File: src/rtl/imem_loader_pkg.sv
// -----------------------------------------------------------------------------
// imem_loader_pkg
// Shared definitions for the instruction-memory boot loader: the loader FSM
// state encoding and the default frame start byte.
// -----------------------------------------------------------------------------
package imem_loader_pkg;

    typedef enum logic [2:0] {
        ST_IDLE,
        ST_LEN0,
        ST_LEN1,
        ST_DATA,
        ST_CSUM,
        ST_DONE,
        ST_ERR
    } state_t;

    localparam logic [7:0] MAGIC_DEFAULT = 8'hA5;

endpackage

File: src/rtl/imem_word_packer.sv
// -----------------------------------------------------------------------------
// imem_word_packer
// Collects payload bytes into little-endian 32-bit words and keeps the running
// XOR checksum of every payload byte taken.
//
// Ports:
//   clk, rst_n    clock, asynchronous active-low reset
//   i_clear       zero the running checksum (wins over i_take)
//   i_take        a payload byte is being accepted this cycle
//   i_lane        byte lane (0 = LSB) of the byte being taken
//   i_byte        payload byte
//   i_word_ready  lane-3 byte accepted: latch the completed word
//   o_word        last completed word, valid the cycle after i_word_ready
//   o_csum        XOR of all payload bytes taken since the last clear
// -----------------------------------------------------------------------------
module imem_word_packer (
    input  logic        clk,
    input  logic        rst_n,
    input  logic        i_clear,
    input  logic        i_take,
    input  logic [1:0]  i_lane,
    input  logic [7:0]  i_byte,
    input  logic        i_word_ready,
    output logic [31:0] o_word,
    output logic [7:0]  o_csum
);

    logic [23:0] r_low;
    logic [31:0] r_word;
    logic [7:0]  r_csum;

    always_ff @(posedge clk or negedge rst_n) begin
        if (!rst_n) begin
            r_low  <= '0;
            r_word <= '0;
            r_csum <= '0;
        end else begin
            if (i_take) begin
                case (i_lane)
                    2'd0:    r_low[7:0]   <= i_byte;
                    2'd1:    r_low[15:8]  <= i_byte;
                    2'd2:    r_low[23:16] <= i_byte;
                    default: ;
                endcase
            end
            // Lane 3 bypasses r_low so the full word is available the very
            // next cycle, lining up with the memory write strobe.
            if (i_word_ready) begin
                r_word <= {i_byte, r_low};
            end
            if (i_clear) begin
                r_csum <= '0;
            end else if (i_take) begin
                r_csum <= r_csum ^ i_byte;
            end
        end
    end

    assign o_word = r_word;
    assign o_csum = r_csum;

endmodule

File: src/rtl/imem_loader.sv
// -----------------------------------------------------------------------------
// imem_loader
// Boot-time writer for the instruction memory. Parses a framed byte stream
// (MAGIC, count lo, count hi, 4*N payload bytes LSB first, XOR checksum),
// writes each assembled word to the memory's synchronous write port and keeps
// the core in reset until a full, checksum-verified image has been written.
//
// Ports:
//   clk, rst_n   clock, asynchronous active-low reset
//   in_data      stream byte
//   in_valid     in_data valid
//   in_ready     loader can accept a byte (low only in DONE/ERR and in reset)
//   restart      one-cycle pulse, leaves DONE or ERR back to IDLE
//   mem_we       memory write enable, one cycle per word
//   mem_addr     word-aligned byte address
//   mem_wdata    word to write
//   cpu_rst_n    core reset, released only after a successful load
//   done         image loaded and verified
//   error        frame rejected
// -----------------------------------------------------------------------------
module imem_loader
    import imem_loader_pkg::*;
#(
    parameter int unsigned LENGTH = 1024,
    parameter int unsigned WIDTH  = 32,
    parameter logic [7:0]  MAGIC  = MAGIC_DEFAULT
) (
    input  logic             clk,
    input  logic             rst_n,
    input  logic [7:0]       in_data,
    input  logic             in_valid,
    output logic             in_ready,
    input  logic             restart,
    output logic             mem_we,
    output logic [WIDTH-1:0] mem_addr,
    output logic [WIDTH-1:0] mem_wdata,
    output logic             cpu_rst_n,
    output logic             done,
    output logic             error
);

    localparam int unsigned IDX_W = (LENGTH > 1) ? $clog2(LENGTH) : 1;

    state_t             r_state;
    logic [7:0]         r_cnt_lo;
    logic [IDX_W-1:0]   r_word_idx;
    logic [IDX_W-1:0]   r_last_idx;
    logic [1:0]         r_lane;
    logic               r_in_ready;
    logic               r_mem_we;
    logic [WIDTH-1:0]   r_mem_addr;
    logic               r_cpu_rst_n;
    logic               r_done;
    logic               r_error;

    logic               w_accept;
    logic [15:0]        w_count;
    logic               w_take;
    logic               w_word_ready;
    logic               w_clear;
    logic [31:0]        w_word;
    logic [7:0]         w_csum;
    logic [WIDTH-1:0]   w_addr;

    assign w_accept     = in_valid && r_in_ready;
    assign w_count      = {in_data, r_cnt_lo};
    assign w_take       = w_accept && (r_state == ST_DATA);
    assign w_word_ready = w_take && (r_lane == 2'd3);
    // Checksum restarts when a new payload begins and on every restart pulse.
    assign w_clear      = (w_accept && (r_state == ST_LEN1)) ||
                          (restart && ((r_state == ST_DONE) || (r_state == ST_ERR)));
    assign w_addr       = WIDTH'({r_word_idx, 2'b00});

    imem_word_packer u_packer (
        .clk          (clk),
        .rst_n        (rst_n),
        .i_clear      (w_clear),
        .i_take       (w_take),
        .i_lane       (r_lane),
        .i_byte       (in_data),
        .i_word_ready (w_word_ready),
        .o_word       (w_word),
        .o_csum       (w_csum)
    );

    always_ff @(posedge clk or negedge rst_n) begin
        if (!rst_n) begin
            r_state     <= ST_IDLE;
            r_cnt_lo    <= '0;
            r_word_idx  <= '0;
            r_last_idx  <= '0;
            r_lane      <= '0;
            r_in_ready  <= 1'b0;
            r_mem_we    <= 1'b0;
            r_mem_addr  <= '0;
            r_cpu_rst_n <= 1'b0;
            r_done      <= 1'b0;
            r_error     <= 1'b0;
        end else begin
            r_mem_we <= 1'b0;
            case (r_state)
                ST_IDLE: begin
                    r_in_ready <= 1'b1;
                    if (w_accept && (in_data == MAGIC)) begin
                        r_state <= ST_LEN0;
                    end
                end
                ST_LEN0: begin
                    r_in_ready <= 1'b1;
                    if (w_accept) begin
                        r_cnt_lo <= in_data;
                        r_state  <= ST_LEN1;
                    end
                end
                ST_LEN1: begin
                    r_in_ready <= 1'b1;
                    if (w_accept) begin
                        if (32'(w_count) > LENGTH) begin
                            r_state    <= ST_ERR;
                            r_error    <= 1'b1;
                            r_in_ready <= 1'b0;
                        end else if (w_count == 16'd0) begin
                            r_state <= ST_CSUM;
                        end else begin
                            r_state    <= ST_DATA;
                            r_word_idx <= '0;
                            r_lane     <= '0;
                            // N <= LENGTH here, so N-1 fits the index width.
                            r_last_idx <= IDX_W'(w_count - 16'd1);
                        end
                    end
                end
                ST_DATA: begin
                    r_in_ready <= 1'b1;
                    if (w_accept) begin
                        r_lane <= r_lane + 2'd1;
                        if (r_lane == 2'd3) begin
                            r_mem_we   <= 1'b1;
                            r_mem_addr <= w_addr;
                            r_word_idx <= r_word_idx + IDX_W'(1);
                            if (r_word_idx == r_last_idx) begin
                                r_state <= ST_CSUM;
                            end
                        end
                    end
                end
                ST_CSUM: begin
                    r_in_ready <= 1'b1;
                    if (w_accept) begin
                        r_in_ready <= 1'b0;
                        if (in_data == w_csum) begin
                            r_state     <= ST_DONE;
                            r_done      <= 1'b1;
                            r_cpu_rst_n <= 1'b1;
                        end else begin
                            r_state <= ST_ERR;
                            r_error <= 1'b1;
                        end
                    end
                end
                ST_DONE: begin
                    if (restart) begin
                        r_state     <= ST_IDLE;
                        r_done      <= 1'b0;
                        r_cpu_rst_n <= 1'b0;
                        r_in_ready  <= 1'b1;
                    end
                end
                ST_ERR: begin
                    r_cpu_rst_n <= 1'b0;
                    if (restart) begin
                        r_state    <= ST_IDLE;
                        r_error    <= 1'b0;
                        r_in_ready <= 1'b1;
                    end
                end
                default: begin
                    r_state    <= ST_IDLE;
                    r_in_ready <= 1'b1;
                end
            endcase
        end
    end

    assign in_ready  = r_in_ready;
    assign mem_we    = r_mem_we;
    assign mem_addr  = r_mem_addr;
    assign mem_wdata = WIDTH'(w_word);
    assign cpu_rst_n = r_cpu_rst_n;
    assign done      = r_done;
    assign error     = r_error;

endmodule

File: config.mk
export PLATFORM = sky130hd
export DESIGN_NAME = imem_loader
export DESIGN_NICKNAME = d
export VERILOG_FILES = /design/src/rtl/imem_loader_pkg.sv /design/src/rtl/imem_word_packer.sv /design/src/rtl/imem_loader.sv
export SDC_FILE = /design/constraint.sdc
export NUM_CORES = 1
export LEC_CHECK = 0
export CAP_MARGIN = 10
export CORE_UTILIZATION = 63
export CTS_CLUSTER_SIZE = 10
export DETAILED_ROUTE_END_ITERATION = 6
export DONT_BUFFER_PORTS = 1
export PLACE_DENSITY = 0.79
export SYNTH_ARGS = -nofsm -noshare
export SYNTH_HDL_FRONTEND = slang
export SYNTH_HIERARCHICAL = 1
export SYNTH_SLANG_ARGS = --single-unit
File: constraint.sdc
create_clock -name clk -period 3.36 [get_ports clk]
set_clock_uncertainty 0.15 [all_clocks]
set_input_delay 0.504 -clock clk [delete_from_list [all_inputs] [get_ports clk]]
set_output_delay 0.504 -clock clk [all_outputs]
set_load 0.005 [all_outputs]
==> metrics, run 1 <==
Horiz. Die Dim=94.68 µm; post-route insts no fill=566; max-slew headroom at the worst pin=47.62%; slew at the pin closest to its max-slew limit=0.7857 ns; crit path from=r_cnt_lo[0]$_DFFE_PN0P_; Max Fanout on Critical Path=18; post-layout minimum cycle time=2.632 ns; kind of cell with the highest combined delay on the critical path=simple AND/OR/NAND/NOR gates; arrival time of the worst setup path=2.75 ns; Critical Path RT=3.48 ns; CTS tree=done; setup violators final=0; vias in the first global route=3333; status=completed; Leak=0.002667 µW; synth cell count leaders=dfrtp_1, mux2_2, nand2_1; global-route wire length before repair=16370 µm; Ant. Diodes=0; FMAX=380.0 MHz; power density normalized to cell area=713.3 mW/mm²; Max rail drop VDD=360.5 µV; Worst Setup Path Type=reg2reg; Synth area leader=dfrtp_1; Worst path depth=6; kind of end point of the critical path=flop; CTS resizes=0; clock sinks=112; Vert. Die Dim=94.68 µm; clock buffers created by TritonCTS=9; Final ANT Viol Nets=0; die area=0.008964 mm²; number of DRC violations after detailed-routing iteration 0=139; worst reg2reg path depth=6; count of flip-flops with a built-in enable after synthesis=0; Avg Synthesized Cell Area=11.84 µm²; initial standard-cell utilization of the core=65.53%; estimated wirelength of the detail-placed design=6722 µm; series of cell instances along the critical path=inv_1 -> ha_1 -> or4b_1 -> o31ai_1 -> and4_2 -> mux2_1; GRT busiest layer=met2; Critical Path Source Type=flop; Gate Count Post-Synth=457; fraction of registers with async set or reset after synthesis=100.0%; maximum clock path buffer count=2; Filler Cells Inserted=587; worst skew pair latency=0.38 ns; sequential-to-total area share from yosys stat=51.79%; fin crit share=78.33%; synthesis-stage register bit count=112; setup tns final=0 ns; worst hold path type=in2reg; combined area of all synthesized cells=0.005411 mm²; Hold Vio Cnt, Final=0; first drt pass iteration count=4; GPL Wtd Cong=0.8506; origin of the critical flop-to-flop path=r_cnt_lo[0]$_DFFE_PN0P_; number of rows in the core area=33; most frequent cell after synthesis=dfrtp_1; net total in the final layout=472; placeable core region=0.008258 mm²; vias per cell=5.843; GR Util met2=40.47%; termination of the worst setup path=r_last_idx[0]$_DFFE_PN0P_; top flip-flop cell by instance count after synthesis=dfrtp_1; launch instance of the worst min-delay path=in_data[2]; vias after detailed routing=3307; delay of the slowest critical-path stage=0.51 ns; number of placed instances with taps included=548; Global Route Usage Sum=24.11%; num ports=81; final routed DRC violation total=0; post-synthesis cell type count=60; setup repair after global routing missed its margin=no; depth of the worst hold-timing path=1; largest net degree at the start of global routing=113; count of maximum capacitance violations=0; register clock-pin slew on the reported worst setup and hold paths=0.12 ns; met1 demand-to-capacity share in global routing=31.08%; global routing met3 resource utilization=5.636%; global route total overflow=0; post-detailed-routing wire length=10220 µm; count of buffering cells on the critical path with inverters included=1; buffers added on ports=0; cells taking the most area after synthesis=dfrtp_1, mux2_2, buf_4, nand2_1, a21oi_1; end of the worst register-to-register path=r_last_idx[0]$_DFFE_PN0P_; Final Max Slew Viols=0; Area Growth Syn to Fin=3.815%; final routed wire length divided by cell count=18.06 µm; slowest library cell on the worst path=and4_2; antenna violations before repair=0; share of the synthesized area in the top cell type=51.79%; cell at the root of the clock tree=clkbuf_8; Clock H-tree levels=3; reg-to-reg slack, setup=0.73 ns; ratio of cells with drive above 1 in the final layout=24.95%; yosys synthesis warning count=6
==> where the power goes <==
part           switching (µW)  internal [µW]
clock network             503            295
logic                     490            603
registers                 394           1720
total                    1390           2620
==> metal layers <==
metal  share of wire [%]  up-vias  routed length, µm
met1                  44     1651               4500
met2                  49       90               5010
li1                    -     1554                  -
met3                 5.7       12                586
met4                 1.2        0                126
met5                   0        -                  0
==> cell usage in the layout, fill, tap and decap left out, types with 3 or more instances in the layout <==
cell type and n:
a21bo_2 8, a21o_1 3, a21oi_1 26, a31oi_1 3, a31oi_4 4, buf_4 5
clkbuf_8 9, conb_1 22, dfrtp_1 112, ha_1 4, inv_1 10, mux2_1 3
mux2_2 64, mux2i_1 3, nand2_1 43, nand2b_1 3, nand3_1 7, nand3b_1 9
nor2_1 19, nor2b_1 4, nor3_1 8, nor3b_1 3, nor4_1 4, o21a_1 3
o21ai_0 7, o31ai_1 3, xnor2_1 14, xor2_1 11
==> flip-flops by register name, indices dropped and copies added (netlist names) <==
signal and flops:
u_packer/o_word 32, u_packer/r_low 24, mem_addr 10, r_last_idx 10, r_word_idx 10, r_cnt_lo 8
u_packer/o_csum 8, r_state 3, r_lane 2, cpu_rst_n 1, done 1, error 1
in_ready 1, mem_we 1
==> timing repair <==
action / in CTS / in global routing
endpoints found under the setup margin: 0 / 0
hold buffers: 2 / 0
buffers inserted: 0 / 0
endpoints found under the hold margin: 112 / 0
==> area by class of cell <==
| cell class | count | area (µm²) | share of cell area, % |
|---|---|---|---|
| flip-flops and latches | 112 | 2803 | 49.89 |
| well taps | 105 | 131.4 | 2.339 |
| inverters | 11 | 41.29 | 0.7350 |
| clock inverters | 7 | 73.82 | 1.314 |
| multi-input cells | 315 | 2370 | 42.18 |
| clock buffers | 9 | 123.9 | 2.205 |
| repair buffers | 7 | 75.07 | 1.336 |
==> kinds of logic (layout without fill, tap and decap cells) <==
kind of cell	after synthesis	count (layout)	share of synthesized area [%]
compound gates	73	73	10.38
buf+inv	51	34	5.873
flops	112	112	51.79
xor+xnor	25	25	4.046
other cells	1	22	0.06930
simple gates	120	120	12.00
mux	71	71	14.91
fa+ha+maj	4	4	0.9249
==> worst min path at each step <==
stage                                           to  slack [ns]
finish              u_packer/r_low[10]$_DFFE_PN0P_        0.12
detailed placement                mem_we$_DFF_PN0_        0.06
global placement                  mem_we$_DFF_PN0_        0.06
floorplan                    cpu_rst_n$_DFFE_PN0P_        0.06
global route        u_packer/r_low[10]$_DFFE_PN0P_        0.10
CTS                  u_packer/r_low[4]$_DFFE_PN0P_        0.11
==> stage by stage <==
step / utilization, % / area, µm² / hold WS [ns] / power [µW] / setup slack [ns]
final: 68.03 / 5618 / 0.1164 / 4008 / 0.7281
after global routing: 68.03 / 5618 / 0.1029 / 4240 / 0.5473
after CTS: 68.03 / 5618 / 0.1067 / 4021 / 0.7238
after detailed placement: 65.18 / 5383 / 0.06039 / 3194 / 0.7344
after global placement: 65.18 / 5383 / 0.06027 / 3124 / 0.8490
after floorplan: - / 5490 / 0.05841 / 2957 / 0.7831
==> worst register-to-register path: stages (launching register included) <==
cell     delay [ns]
dfrtp_1        0.40
inv_1          0.11
ha_1           0.14
or4b_1         0.47
o31ai_1        0.38
and4_2         0.51
mux2_1         0.36
Note: power is estimated with default switching activity, not from simulation.
==> run 2: changes to the inputs <==
--- a/config.mk
+++ b/config.mk
@@ -6,11 +6,11 @@
 export NUM_CORES = 1
 export LEC_CHECK = 0
 export CAP_MARGIN = 10
-export CORE_UTILIZATION = 63
+export CORE_UTILIZATION = 57
 export CTS_CLUSTER_SIZE = 10
 export DETAILED_ROUTE_END_ITERATION = 6
 export DONT_BUFFER_PORTS = 1
-export PLACE_DENSITY = 0.79
+export PLACE_DENSITY = 0.75
 export SYNTH_ARGS = -nofsm -noshare
 export SYNTH_HDL_FRONTEND = slang
 export SYNTH_HIERARCHICAL = 1
==> constraint.sdc (replaced) <==
create_clock -name clk -period 2.3 [get_ports clk]
set_clock_uncertainty 0.15 [all_clocks]
set_input_delay 0.345 -clock clk [delete_from_list [all_inputs] [get_ports clk]]
set_output_delay 0.345 -clock clk [all_outputs]
set_load 0.005 [all_outputs]
==> run 2 against run 1 <==
Effect of this change:
- the flow now finishes with violations (hold timing, setup timing)
- die area rose by 10%
- largest power group unchanged
- final cell count increased by 7.4%
- worst setup slack got worse by 0.90 ns
- cell area rose by 6.5%
- routed wire length is 4.9% higher
- critical path type unchanged
- sequential cell count unchanged
- critical path depth unchanged
- clock power is 43% higher
==> metrics, run 2 (synthesis gave the netlist of run 1 again) <==
violations in the final reports=hold timing, setup timing; number of rows in the core area=35; global-route wire length before repair=17470 µm; final routed wire length divided by cell count=17.64 µm; Global Route Usage Sum=23.04%; cell at the root of the clock tree=clkbuf_8; fraction of the core area covered by cells at the end of the flow=65.07%; Clock H-tree levels=3; hold-fix buffers at CTS=9; count of maximum capacitance violations=0; highest-count cells in the layout ignoring fill and taps=dfrtp_1, mux2_2, nand2_1; estimated wirelength of the detail-placed design=6850 µm; ratio of cells with drive above 1 in the final layout=31.79%; Leak=0.002861 µW; post-detailed-routing wire length=10730 µm; register clock-pin slew on the reported worst setup and hold paths=0.11 ns; most common cell after layout, fill and taps aside=dfrtp_1; reg-to-reg slack, setup=-0.17 ns; Hold Vio Cnt, Final=112; Vert. Die Dim=99.44 µm; vias per cell=5.669; initial standard-cell utilization of the core=58.84%; die area=0.009887 mm²; num ports=81; Max Fanout on Critical Path=3; worst hold path type=in2async; final worst setup slack=-0.1709 ns; global route total overflow=0; clock sinks=112; Max rail drop VDD=594.4 µV; first drt pass iteration count=4; Worst Setup Path Type=reg2reg; Filler Cells Inserted=677; GPL Wtd Cong=0.8502; kind of end point of the critical path=flop; net total in the final layout=508; vias in the first global route=3460; FMAX=404.7 MHz; setup violators final=24; Largest register FFs=32; worst skew pair latency=0.38 ns; post-route insts no fill=608; number of DRC violations after detailed-routing iteration 0=110; Horiz. Die Dim=99.44 µm; largest net degree at the start of global routing=113; post-placement worst setup slack=-0.1380 ns; post-layout minimum cycle time=2.471 ns; antenna violations before repair=0; status=finished, violations left; buffers added on ports=0; fin crit share=107.4%; clock buffers created by TritonCTS=9; Critical Path RT=2.42 ns; Final ANT Viol Nets=0; maximum clock path buffer count=2; placeable core region=0.009196 mm²; Final Max Slew Viols=0; Critical Path Source Type=flop; arrival time of the worst setup path=2.59 ns; vias after detailed routing=3447; power density normalized to cell area=1019 mW/mm²; number of placed instances with taps included=577; setup repair after global routing missed its margin=yes; CTS tree=done; final routed DRC violation total=0; worst hold slack across all endpoints=-0.5004 ns; Area Growth Syn to Fin=10.59%; Ant. Diodes=0
[run 2: final timing paths]
check	start	depth (start not counted)	end
max in group asynchronous	rst_n	0	mem_addr[5]$_DFFE_PN0P_
max	r_cnt_lo[5]$_DFFE_PN0P_	6	r_last_idx[0]$_DFFE_PN0P_
min	rst_n	0	done$_DFFE_PN0P_
min reg2reg	u_packer/r_low[5]$_DFFE_PN0P_	1	u_packer/o_word[5]$_DFFE_PN0P_
max reg2reg	r_cnt_lo[5]$_DFFE_PN0P_	6	r_last_idx[0]$_DFFE_PN0P_
min in group clk	in_data[7]	2	u_packer/o_csum[7]$_DFFE_PN0P_
[run 2: power breakdown]
group	switching, µW	internal (µW)	leakage (µW)
Sequential	485	2520	0.00148
Clock	709	427	0.0000961
Combinational	845	1120	0.00128
Total	2040	4060	0.00286
[run 2: area by class of cell]
| cell class | instances | area [µm²] | area share, % |
|---|---|---|---|
| clock buffers | 10 | 127.6 | 2.133 |
| repair buffers | 43 | 387.9 | 6.481 |
| flip-flops and latches | 112 | 2803 | 46.83 |
| multi-input cells | 315 | 2429 | 40.58 |
| clock inverters | 6 | 57.56 | 0.9617 |
| inverters | 11 | 41.29 | 0.6899 |
| well taps | 111 | 138.9 | 2.321 |
[run 2: metal layers]
metal	vias to the layer above	global-route usage, %	wire length, µm
li1	1632	-	-
met1	1709	29.97	4591
met2	97	37.55	5346
met3	9	6.395	640
met4	0	7.579	147
met5	-	0	0
[run 2: critical path, cell delays in order, from the launching register on]
cell	delay [ns]
dfrtp_1	0.40
or4_4	0.54
buf_4	0.15
o31ai_1	0.35
buf_4	0.19
and4_4	0.26
mux2_1	0.32
[run 2: what timing repair did]
item                                    CTS  global route
gates resized for setup                   0            13
pin swaps                                 2             1
hold endpoints to repair                163           112
endpoints found under the setup margin   21            27
buffers inserted                          2             4
cloned                                    0             1
[run 2: per-stage QoR]
| stage | TNS, ns | cell area, µm² | hold slack, ns | power (µW) |
|---|---|---|---|---|
| floorplan | -0.5342 | 5515 | -0.1006 | 4336 |
| global placement | -0.8015 | 5610 | -0.09614 | 4769 |
| detailed placement | -1.434 | 5610 | -0.09558 | 4866 |
| CTS | -1.252 | 5901 | -0.5219 | 6061 |
| global route | -4.946 | 5984 | -0.5344 | 6478 |
| finish | -2.454 | 5984 | -0.5004 | 6100 |
==> run 3: changes to the inputs <==
--- a/config.mk
+++ b/config.mk
@@ -10,7 +10,8 @@
 export CTS_CLUSTER_SIZE = 10
 export DETAILED_ROUTE_END_ITERATION = 6
 export DONT_BUFFER_PORTS = 1
-export PLACE_DENSITY = 0.75
+export PLACE_DENSITY_LB_ADDON = 0.12
+export SLEW_MARGIN = 40
 export SYNTH_ARGS = -nofsm -noshare
 export SYNTH_HDL_FRONTEND = slang
 export SYNTH_HIERARCHICAL = 1
==> constraint.sdc (replaced) <==
create_clock -name clk -period 2.3 [get_ports clk]
set_clock_uncertainty 0.15 [all_clocks]
set_input_delay 0.46 -clock clk [delete_from_list [all_inputs] [get_ports clk]]
set_output_delay 0.46 -clock clk [all_outputs]
set_load 0.005 [all_outputs]
==> run 3 against run 2 <==
Effect of this change:
- combinational power fell by 2%
- critical path depth increased by 2
- critical endpoint is now r_word_idx[3]$_DFFE_PN0P_
- final cell count is 1.5% lower
- cell area shrank 0.71%
- first-iteration DRC count rose by 4.5%
- sequential power is essentially flat
- critical path type unchanged
- global-route usage decreased by 1.1 points
- the run still ends with hold timing, setup timing left
- clock-buffer cell count did not move
- sequential cell count is the same
==> metrics, run 3 (synthesis gave the netlist of run 1 again) <==
Area Growth Syn to Fin=9.803%; vias per cell=5.634; buffers added on ports=0; Clock H-tree levels=3; GPL Wtd Cong=0.9116; Horiz. Die Dim=99.44 µm; CTS tree=done; Worst path depth=8; Max rail drop VDD=581.6 µV; most common cell after layout, fill and taps aside=dfrtp_1; worst hold path type=in2async; clock buffers created by TritonCTS=9; global route total overflow=0; number of placed instances with taps included=578; arrival time of the worst setup path=2.59 ns; Max Fanout on Critical Path=5; net total in the final layout=499; count of buffering cells on the critical path with inverters included=2; worst skew pair latency=0.37 ns; max-slew headroom at the worst pin=66.28%; estimated wirelength of the detail-placed design=6949 µm; Critical Path Source Type=flop; Final Max Slew Viols=0; series of cell instances along the critical path=inv_2 -> ha_1 -> or4b_4 -> or4_4 -> and3_4 -> a31o_4 -> buf_12 -> a31oi_4; first drt pass iteration count=5; cell area after layout=0.005942 mm²; setup repair after global routing missed its margin=yes; GRT busiest layer=met2; initial standard-cell utilization of the core=58.84%; number of DRC violations after detailed-routing iteration 0=115; Hold Vio Cnt, Final=112; worst hold slack across all endpoints=-0.3771 ns; cell area after placement=0.005630 mm²; vias in the first global route=3296; highest-count cells in the layout ignoring fill and taps=dfrtp_1, mux2_2, nand2_1; slew at the pin closest to its max-slew limit=0.4992 ns; final routed wire length divided by cell count=17.11 µm; overall power after layout=6167 µW; Critical Path RT=2.44 ns; post-layout minimum cycle time=2.446 ns; maximum clock path buffer count=2; setup violators final=14; fin crit share=106.3%; Final ANT Viol Nets=0; register clock-pin slew on the reported worst setup and hold paths=0.11 ns; kind of end point of the critical path=flop; Vert. Die Dim=99.44 µm; die area=0.009887 mm²; FMAX=408.9 MHz; num ports=81; GR Util met2=35.20%; post-detailed-routing wire length=10250 µm; Largest register FFs=32; worst reg2reg path depth=8; placeable core region=0.009196 mm²; Ant. Diodes=0; status=finished, violations left; kind of cell with the highest combined delay on the critical path=simple AND/OR/NAND/NOR gates; final worst setup slack=-0.1457 ns; slowest library cell on the worst path=or4b_4; met1 demand-to-capacity share in global routing=29.40%; Global Route Usage Sum=21.91%; antenna violations before repair=0; largest net degree at the start of global routing=113; setup tns final=-1.571 ns; Leak=0.002842 µW; ratio of cells with drive above 1 in the final layout=30.94%; Worst Setup Path Type=reg2reg; post-route insts no fill=599; number of rows in the core area=35; delay of the slowest critical-path stage=0.46 ns; clock sinks=112; vias after detailed routing=3375; violations in the final reports=hold timing, setup timing; power density normalized to cell area=1038 mW/mm²; global-route wire length before repair=16660 µm; final routed DRC violation total=0; count of maximum capacitance violations=0; cell at the root of the clock tree=clkbuf_8; global routing met3 resource utilization=5.271%
-- run 3: cell count changes in the layout (fill, tap and decap cells not counted), sizes merged --
cell         change
bufinv           +1
clkinv           +1
dlygate4sd3      -9
inv              -2
-- run 3: area by class of cell --
class / count / area (µm²)
clock inverter: 6 / 83.83
sequential: 112 / 2803
tap: 111 / 138.9
multi-input combinational: 315 / 2402
clock buffer: 10 / 137.6
fill: 712 / 3254
inverter: 11 / 41.29
timing repair buffer: 34 / 335.3
-- run 3: path summary, 6_finish.rpt --
path | startpoint | to | slack, ns
worst max register to register | r_cnt_lo[1]$_DFFE_PN0P_ | r_word_idx[3]$_DFFE_PN0P_ | -0.15
worst max-delay path | r_cnt_lo[1]$_DFFE_PN0P_ | r_word_idx[3]$_DFFE_PN0P_ | -0.15
min in group clk | in_data[4] | u_packer/r_low[12]$_DFFE_PN0P_ | 0.08
worst min register to register | u_packer/r_low[5]$_DFFE_PN0P_ | u_packer/o_word[5]$_DFFE_PN0P_ | 0.36
worst min-delay path | rst_n | mem_addr[5]$_DFFE_PN0P_ | -0.38
max in group asynchronous | rst_n | u_packer/r_low[13]$_DFFE_PN0P_ | 2.24
-- run 3: timing repair --
action | in CTS | in global routing
resized for setup | 1 | 4
setup buffers | 1 | 3
endpoints found under the hold margin | 112 | 112
endpoints found under the setup margin | 14 | 33
pin swaps | 1 | 1
gates cloned | 0 | 1
-- run 3: layer usage --
layer / wire length (µm) / share of wire (%)
met4: 129 / 1.3
met1: 4663 / 46
met3: 433 / 4.2
met2: 5020 / 49
met5: 0 / 0
-- run 3: worst reg2reg max path, stage by stage, from the launching register on --
cell	delay, ns
dfrtp_1	0.41
inv_2	0.06
ha_1	0.12
or4b_4	0.46
or4_4	0.43
and3_4	0.20
a31o_4	0.26
buf_12	0.14
a31oi_4	0.14
-- run 3: power breakdown --
part           switching [µW]  total (µW)  internal, µW
clock                     698        1260           563
sequential                469        2990          2520
combinational             817        1920          1100
total                    1980        6170          4180
-- run 3: metrics by stage --
step                utilization [%]  hold WS, ns  setup WS, ns
floorplan                         -      0.01441      -0.07522
global placement              61.22      0.01632      -0.08154
detailed placement            61.22      0.01664       -0.1105
CTS                           63.76      -0.3934       -0.1302
global route                  64.61      -0.4110       -0.1934
finish                        64.61      -0.3771       -0.1457
